===== src/rtl/id_ex_stage_pkg.sv =====
// rtl/id_ex_stage_pkg.sv - shared control-word type, bubble constant and MIPS encodings
package id_ex_stage_pkg;

    typedef struct packed {
        logic       reg_dst;
        logic       branch;
        logic       mem_to_reg;
        logic       alu_src;
        logic       reg_write;
        logic [3:0] mem_write;
        logic [1:0] mem_read_width;
        logic [3:0] alu_operation;
        logic [5:0] opcode;
    } ctrl_t;

    localparam ctrl_t CTRL_BUBBLE = '0;

    localparam logic [1:0] MRW_WORD = 2'd0;
    localparam logic [1:0] MRW_HALF = 2'd1;
    localparam logic [1:0] MRW_BYTE = 2'd2;

    typedef enum logic [3:0] {
        ALU_AND  = 4'd0,
        ALU_OR   = 4'd1,
        ALU_ADD  = 4'd2,
        ALU_ADDU = 4'd3,
        ALU_SUB  = 4'd4,
        ALU_SUBU = 4'd5,
        ALU_SLT  = 4'd6,
        ALU_SLTU = 4'd7,
        ALU_XOR  = 4'd8,
        ALU_NOR  = 4'd9,
        ALU_LUI  = 4'hF
    } alu_op_t;

    localparam logic [5:0] OP_BEQ = 6'h04;
    localparam logic [5:0] OP_BNE = 6'h05;
    localparam logic [5:0] OP_LB  = 6'h20;
    localparam logic [5:0] OP_LH  = 6'h21;
    localparam logic [5:0] OP_LW  = 6'h23;
    localparam logic [5:0] OP_LBU = 6'h24;
    localparam logic [5:0] OP_LHU = 6'h25;
    localparam logic [5:0] OP_SB  = 6'h28;
    localparam logic [5:0] OP_SH  = 6'h29;
    localparam logic [5:0] OP_SW  = 6'h2B;

endpackage


===== src/rtl/id_ex_stage_hazard_detect.sv =====
// rtl/id_ex_stage_hazard_detect.sv - combinational load-use hazard and stall detection
module hazard_detect #(
    parameter int REG_ADDR_WIDTH = 5
) (
    input  logic                      ex_valid,
    input  logic                      ex_MemtoReg,
    input  logic [REG_ADDR_WIDTH-1:0] ex_rt,
    input  logic [REG_ADDR_WIDTH-1:0] id_rs,
    input  logic [REG_ADDR_WIDTH-1:0] id_rt,
    input  logic                      id_RegDst,
    input  logic                      id_Branch,
    input  logic [3:0]                id_MemWrite,
    input  logic                      flush,
    output logic                      hazard,
    output logic                      stall
);

    logic uses_rt;

    // rt is a true source for R-type, branches and stores; for I-type ALU ops it is the destination
    assign uses_rt = id_RegDst | id_Branch | (|id_MemWrite);

    assign hazard = ex_valid & ex_MemtoReg & (|ex_rt) &
                    ((ex_rt == id_rs) | (uses_rt & (ex_rt == id_rt)));

    assign stall = hazard & ~flush;

endmodule


===== src/rtl/id_ex_stage.sv =====
// rtl/id_ex_stage.sv - ID/EX pipeline register with load-use bubble, flush squash and debug counters
module id_ex_stage
    import id_ex_stage_pkg::*;
#(
    parameter int DATA_WIDTH     = 32,
    parameter int REG_ADDR_WIDTH = 5,
    parameter int CNT_WIDTH      = 16
) (
    input  logic                      clk,
    input  logic                      rst_n,
    input  logic                      id_RegDst,
    input  logic                      id_Branch,
    input  logic                      id_MemtoReg,
    input  logic                      id_ALUSrc,
    input  logic                      id_RegWrite,
    input  logic [3:0]                id_MemWrite,
    input  logic [1:0]                id_memReadWidth,
    input  logic [3:0]                id_aluOperation,
    input  logic [5:0]                id_opcode,
    input  logic [DATA_WIDTH-1:0]     id_pcPlus4,
    input  logic [DATA_WIDTH-1:0]     id_readData1,
    input  logic [DATA_WIDTH-1:0]     id_readData2,
    input  logic [DATA_WIDTH-1:0]     id_immediate,
    input  logic [REG_ADDR_WIDTH-1:0] id_rs,
    input  logic [REG_ADDR_WIDTH-1:0] id_rt,
    input  logic [REG_ADDR_WIDTH-1:0] id_rd,
    input  logic                      flush,
    output logic                      ex_RegDst,
    output logic                      ex_Branch,
    output logic                      ex_MemtoReg,
    output logic                      ex_ALUSrc,
    output logic                      ex_RegWrite,
    output logic [3:0]                ex_MemWrite,
    output logic [1:0]                ex_memReadWidth,
    output logic [3:0]                ex_aluOperation,
    output logic [5:0]                ex_opcode,
    output logic [DATA_WIDTH-1:0]     ex_pcPlus4,
    output logic [DATA_WIDTH-1:0]     ex_readData1,
    output logic [DATA_WIDTH-1:0]     ex_readData2,
    output logic [DATA_WIDTH-1:0]     ex_immediate,
    output logic [REG_ADDR_WIDTH-1:0] ex_rs,
    output logic [REG_ADDR_WIDTH-1:0] ex_rt,
    output logic [REG_ADDR_WIDTH-1:0] ex_rd,
    output logic                      ex_valid,
    output logic                      stall,
    output logic [CNT_WIDTH-1:0]      stall_count,
    output logic [CNT_WIDTH-1:0]      flush_count
);

    ctrl_t id_ctrl;
    ctrl_t ex_ctrl;
    logic  hazard;

    assign id_ctrl = '{
        reg_dst:        id_RegDst,
        branch:         id_Branch,
        mem_to_reg:     id_MemtoReg,
        alu_src:        id_ALUSrc,
        reg_write:      id_RegWrite,
        mem_write:      id_MemWrite,
        mem_read_width: id_memReadWidth,
        alu_operation:  id_aluOperation,
        opcode:         id_opcode
    };

    assign ex_RegDst       = ex_ctrl.reg_dst;
    assign ex_Branch       = ex_ctrl.branch;
    assign ex_MemtoReg     = ex_ctrl.mem_to_reg;
    assign ex_ALUSrc       = ex_ctrl.alu_src;
    assign ex_RegWrite     = ex_ctrl.reg_write;
    assign ex_MemWrite     = ex_ctrl.mem_write;
    assign ex_memReadWidth = ex_ctrl.mem_read_width;
    assign ex_aluOperation = ex_ctrl.alu_operation;
    assign ex_opcode       = ex_ctrl.opcode;

    hazard_detect #(
        .REG_ADDR_WIDTH(REG_ADDR_WIDTH)
    ) u_hazard_detect (
        .ex_valid    (ex_valid),
        .ex_MemtoReg (ex_ctrl.mem_to_reg),
        .ex_rt       (ex_rt),
        .id_rs       (id_rs),
        .id_rt       (id_rt),
        .id_RegDst   (id_RegDst),
        .id_Branch   (id_Branch),
        .id_MemWrite (id_MemWrite),
        .flush       (flush),
        .hazard      (hazard),
        .stall       (stall)
    );

    // A bubble clears data and addresses too, so a squashed slot never aliases a real register
    always_ff @(posedge clk or negedge rst_n) begin
        if (!rst_n) begin
            ex_ctrl      <= CTRL_BUBBLE;
            ex_pcPlus4   <= '0;
            ex_readData1 <= '0;
            ex_readData2 <= '0;
            ex_immediate <= '0;
            ex_rs        <= '0;
            ex_rt        <= '0;
            ex_rd        <= '0;
            ex_valid     <= 1'b0;
        end else if (flush || hazard) begin
            ex_ctrl      <= CTRL_BUBBLE;
            ex_pcPlus4   <= '0;
            ex_readData1 <= '0;
            ex_readData2 <= '0;
            ex_immediate <= '0;
            ex_rs        <= '0;
            ex_rt        <= '0;
            ex_rd        <= '0;
            ex_valid     <= 1'b0;
        end else begin
            ex_ctrl      <= id_ctrl;
            ex_pcPlus4   <= id_pcPlus4;
            ex_readData1 <= id_readData1;
            ex_readData2 <= id_readData2;
            ex_immediate <= id_immediate;
            ex_rs        <= id_rs;
            ex_rt        <= id_rt;
            ex_rd        <= id_rd;
            ex_valid     <= 1'b1;
        end
    end

    // Flush has priority, so a squashed load-use pair counts only as a flush
    always_ff @(posedge clk or negedge rst_n) begin
        if (!rst_n) begin
            stall_count <= '0;
            flush_count <= '0;
        end else if (flush) begin
            if (flush_count != '1) flush_count <= flush_count + 1'b1;
        end else if (hazard) begin
            if (stall_count != '1) stall_count <= stall_count + 1'b1;
        end
    end

endmodule

===== config.mk =====
export PLATFORM = sky130hd
export DESIGN_NAME = id_ex_stage
export DESIGN_NICKNAME = d
export VERILOG_FILES = /design/src/rtl/id_ex_stage_pkg.sv /design/src/rtl/id_ex_stage_hazard_detect.sv /design/src/rtl/id_ex_stage.sv
export SDC_FILE = /design/constraint.sdc
export NUM_CORES = 1
export LEC_CHECK = 0
export CORE_AREA = 2 2 140 142
export CTS_CLUSTER_SIZE = 40
export DETAILED_ROUTE_END_ITERATION = 12
export DIE_AREA = 0 0 142 144
export HOLD_SLACK_MARGIN = 0.12
export PLACE_DENSITY = 0.77
export RECOVER_POWER = 50
export SKIP_LAST_GASP = 1
export SYNTH_ARGS = -nofsm -noshare
export SYNTH_HDL_FRONTEND = slang
export SYNTH_HIERARCHICAL = 1
export SYNTH_SLANG_ARGS = --single-unit

===== constraint.sdc =====
create_clock -name clk -period 2.27 [get_ports clk]
set_input_delay 0.227 -clock clk [delete_from_list [all_inputs] [get_ports clk]]
set_output_delay 0.227 -clock clk [all_outputs]
set_load 0.005 [all_outputs]

==> flow_summary_export.csv, run 1 <==
group,metric,value,unit
synth,ys_types,40,
placement,place.gp.congestion,0.812,
synth,synth_edf_count,0,
route,ant_nets,0,
setup_path,rr_endpoint,"ex_immediate[6]",
worst_hold_path,holdPathStages,2,
route,wl_per_cell,17.0,µm
floorplanning,rows,51,
cts,clk_path_buf_depth,2,
setup_path,path_max_fanout,30,
grt,grtUsageTotal,18.9,%
cts,numCtsBuffers,17,
cts,cts.sinks,197,
worst_hold_path,hold_end,"ex_readData1[3]",
grt,grt_pass1_wl,29000,µm
route,firstDrtPassIters,4,
setup_path,crit_path_end_kind,"register",
floorplanning,io_pins,365,
sta,hold_ws,341,ps
route,vias,5205,
route,routed_wl,19500,µm
synth,synthArstFlopShare,100,%
floorplanning,die-area,20400,µm²
sta,worst_slack,55.0,ps
setup_path,r2r_slack,60,ps
sta,slew_headroom,34.6,%
sta,tns,0,ps
cts,clock_latency,430,ps
placement,dp_cells,1112,
sta,final-setup-viol-count,0,
grt,grt_max_degree,73,
cts,root_buffer,"clkbuf_16",
synth,yosys.area.top_type,"dfrtp_1",
outcome,status,"completed",
run,maxCapViolCount,0,
sta,worst_pin_slew,980,ps
power,vdd_drop_max,508,µV
floorplanning,fp.coreArea,19100,µm²
synth,synth_top_area_share,70.4,%
synth,ys_ff_latch,197,
sta,finalHoldViolCount,0,
worst_hold_path,holdCritStartpoint,"id_readData1[3]",
placement,place_area,11100,µm²
setup_path,rr_startpoint,"ex_rt[3]",
final_layout,layout.nets,1067,
final_layout,area_growth,67.7,%
floorplanning,die_w,142,µm
sta,fmax,451,MHz
route,routed_via_density,4.53,
route,drc_errors,0,
sta,final.setup_skew,20.8,ps
sta,rsz0062_at_grt,"yes",
cts,clkSlewWorstSetupHoldPaths,80,ps
final_layout,stdcell_count,1149,
synth,syn-cell-area,7000,µm²
route,drt_iter0_drc,149,
final_layout,final_common_cell,"clkdlybuf4s50_1",
power,p_leak,5.33,nW
final_layout,post-route-cell-area,11700,µm²
grt,grt_overflow,0,
sta,slew_viol_final,0,
sta,period_minus_slack,2210,ps
floorplanning,die_h,144,µm
floorplanning,start_util,36.7,%
grt,grt_pass1_vias,5260,
synth,yosys_warnings,6,
final_layout,layout_common_cells,"clkdlybuf4s50_1, dfrtp_1, and2_1, dlygate4sd3_1",
final_layout,drive_gt1_share,8.13,%
synth,syn-num-nets,681,
sta,final.period_utilization,97.6,%
grt,antenna_found_initial,0,
cts,ctsHtreeMaxLevel,4,
setup_path,worstPathArrival,2570,ps
synth,synthCells,512,
worst_hold_path,hp-class,"primary input to register",
placement,port_buffers,364,
synth,yosysSeqAreaShare,70.4,%
power,power.density,683,nW/µm²
setup_path,critPathRequiredTime,2630,ps
setup_path,r2r_cells,9,
placement,dp_hpwl,14500,µm
synth,ys.flop_type,"dfrtp_1",
synth,synthTopCellsByArea,"dfrtp_1, and2_1, xor2_1, xnor2_1, nand4_1",
setup_path,startpoint_type,"register",
synth,synth_area_per_cell,13.7,µm²
setup_path,crit_type,"register to register",
cts,cts_tree,"done",
placement,place_ws,-284,ps
## layer usage
metal	wire length, µm	part of all wire [%]	track usage, %
met1	7330	38	21.9
met2	9910	51	31.0
met3	1940	9.9	8.54
met4	342	1.8	6.89
met5	0	0	0
## registers in the layout (all words and copies together) (netlist names)
register         cells
ex_ALUSrc            1
ex_Branch            1
ex_MemWrite          4
ex_MemtoReg          1
ex_RegDst            1
ex_RegWrite          1
ex_aluOperation      4
ex_immediate        32
ex_memReadWidth      2
ex_opcode            6
ex_pcPlus4          32
ex_rd                5
ex_readData1        32
ex_readData2        32
ex_rs                5
ex_rt                5
ex_valid             1
flush_count         16
stall_count         16
## cell usage after synthesis, types with 3 or more instances
| library cell | instances |
|---|---|
| a21oi_1 | 4 |
| clkbuf_1 | 18 |
| and4_1 | 3 |
| dfrtp_1 | 197 |
| a31oi_1 | 3 |
| xor2_1 | 19 |
| nand2_1 | 11 |
| inv_1 | 3 |
| nand4_1 | 12 |
| nor3_1 | 8 |
| xnor2_1 | 16 |
| and2_1 | 164 |
| nor2_1 | 11 |
| nand3_1 | 9 |
## area by class of cell
class | instances | area, µm²
multi-input combinational | 294 | 2030
antenna | 1 | 2.50
clock buffer | 17 | 425
timing repair buffer | 385 | 3880
inverter | 3 | 11.3
tap | 238 | 298
sequential | 197 | 4930
fill | 1498 | 7340
clock inverter | 14 | 165
## per-stage QoR
step	util [%]	power [mW]
floorplan	-	4.19
global placement	58.1	5.09
detailed placement	58.1	5.11
CTS	61.3	8.15
global route	61.5	8.38
finish	61.5	8.02
## kinds of logic after synthesis
logic type | count (synthesis) | synth area share (%)
simple gates | 240 | 21.6
fa+ha+maj | 2 | 0.357
mux | 1 | 0.214
flops | 197 | 70.4
compound gates | 16 | 1.91
xor+xnor | 35 | 4.38
buf+inv | 21 | 1.13
## repair_timing
item,in CTS,in global routing
resized for setup,1,12
cloned,0,2
endpoints found under the setup margin,2,180
endpoints found under the hold margin,68,0
hold buffers,1,0
buffers inserted,1,1
pin swaps,0,3
## worst max-delay path: stages, from the launching register on
cell	delay, ps
dfrtp_1	420
buf_4	150
or4_1	540
nor2_2	170
nor3_2	90
buf_4	150
nor2_4	110
buf_12	150
buf_6	200
and2_1	150
## power by group
| part | internal [mW] | switching (mW) |
|---|---|---|
| logic | 0.755 | 0.397 |
| clock network | 1.57 | 1.44 |
| registers | 3.72 | 0.139 |
## worst max-delay path by stage
stage,end,slack (ps),cells past startpoint,startpoint
final,ex_immediate[6],60,9,ex_rt[3]
after global routing,ex_immediate[6],-60,9,ex_rt[3]
after global placement,ex_immediate[23],-270,9,id_Branch
after detailed placement,ex_pcPlus4[1],-280,9,id_Branch
after CTS,stall_count[10],-2,8,ex_rt[3]
after floorplan,ex_RegDst,290,7,ex_rt[3]
(Power assumes the default switching activity.)
==> run 2: changes to the inputs <==
- ABC_AREA: default -> 0
- HOLD_SLACK_MARGIN: 0.12 -> default
==> results of run 2 <==
Same layout as run 1: the final DEF is identical, and so are final timing and power.
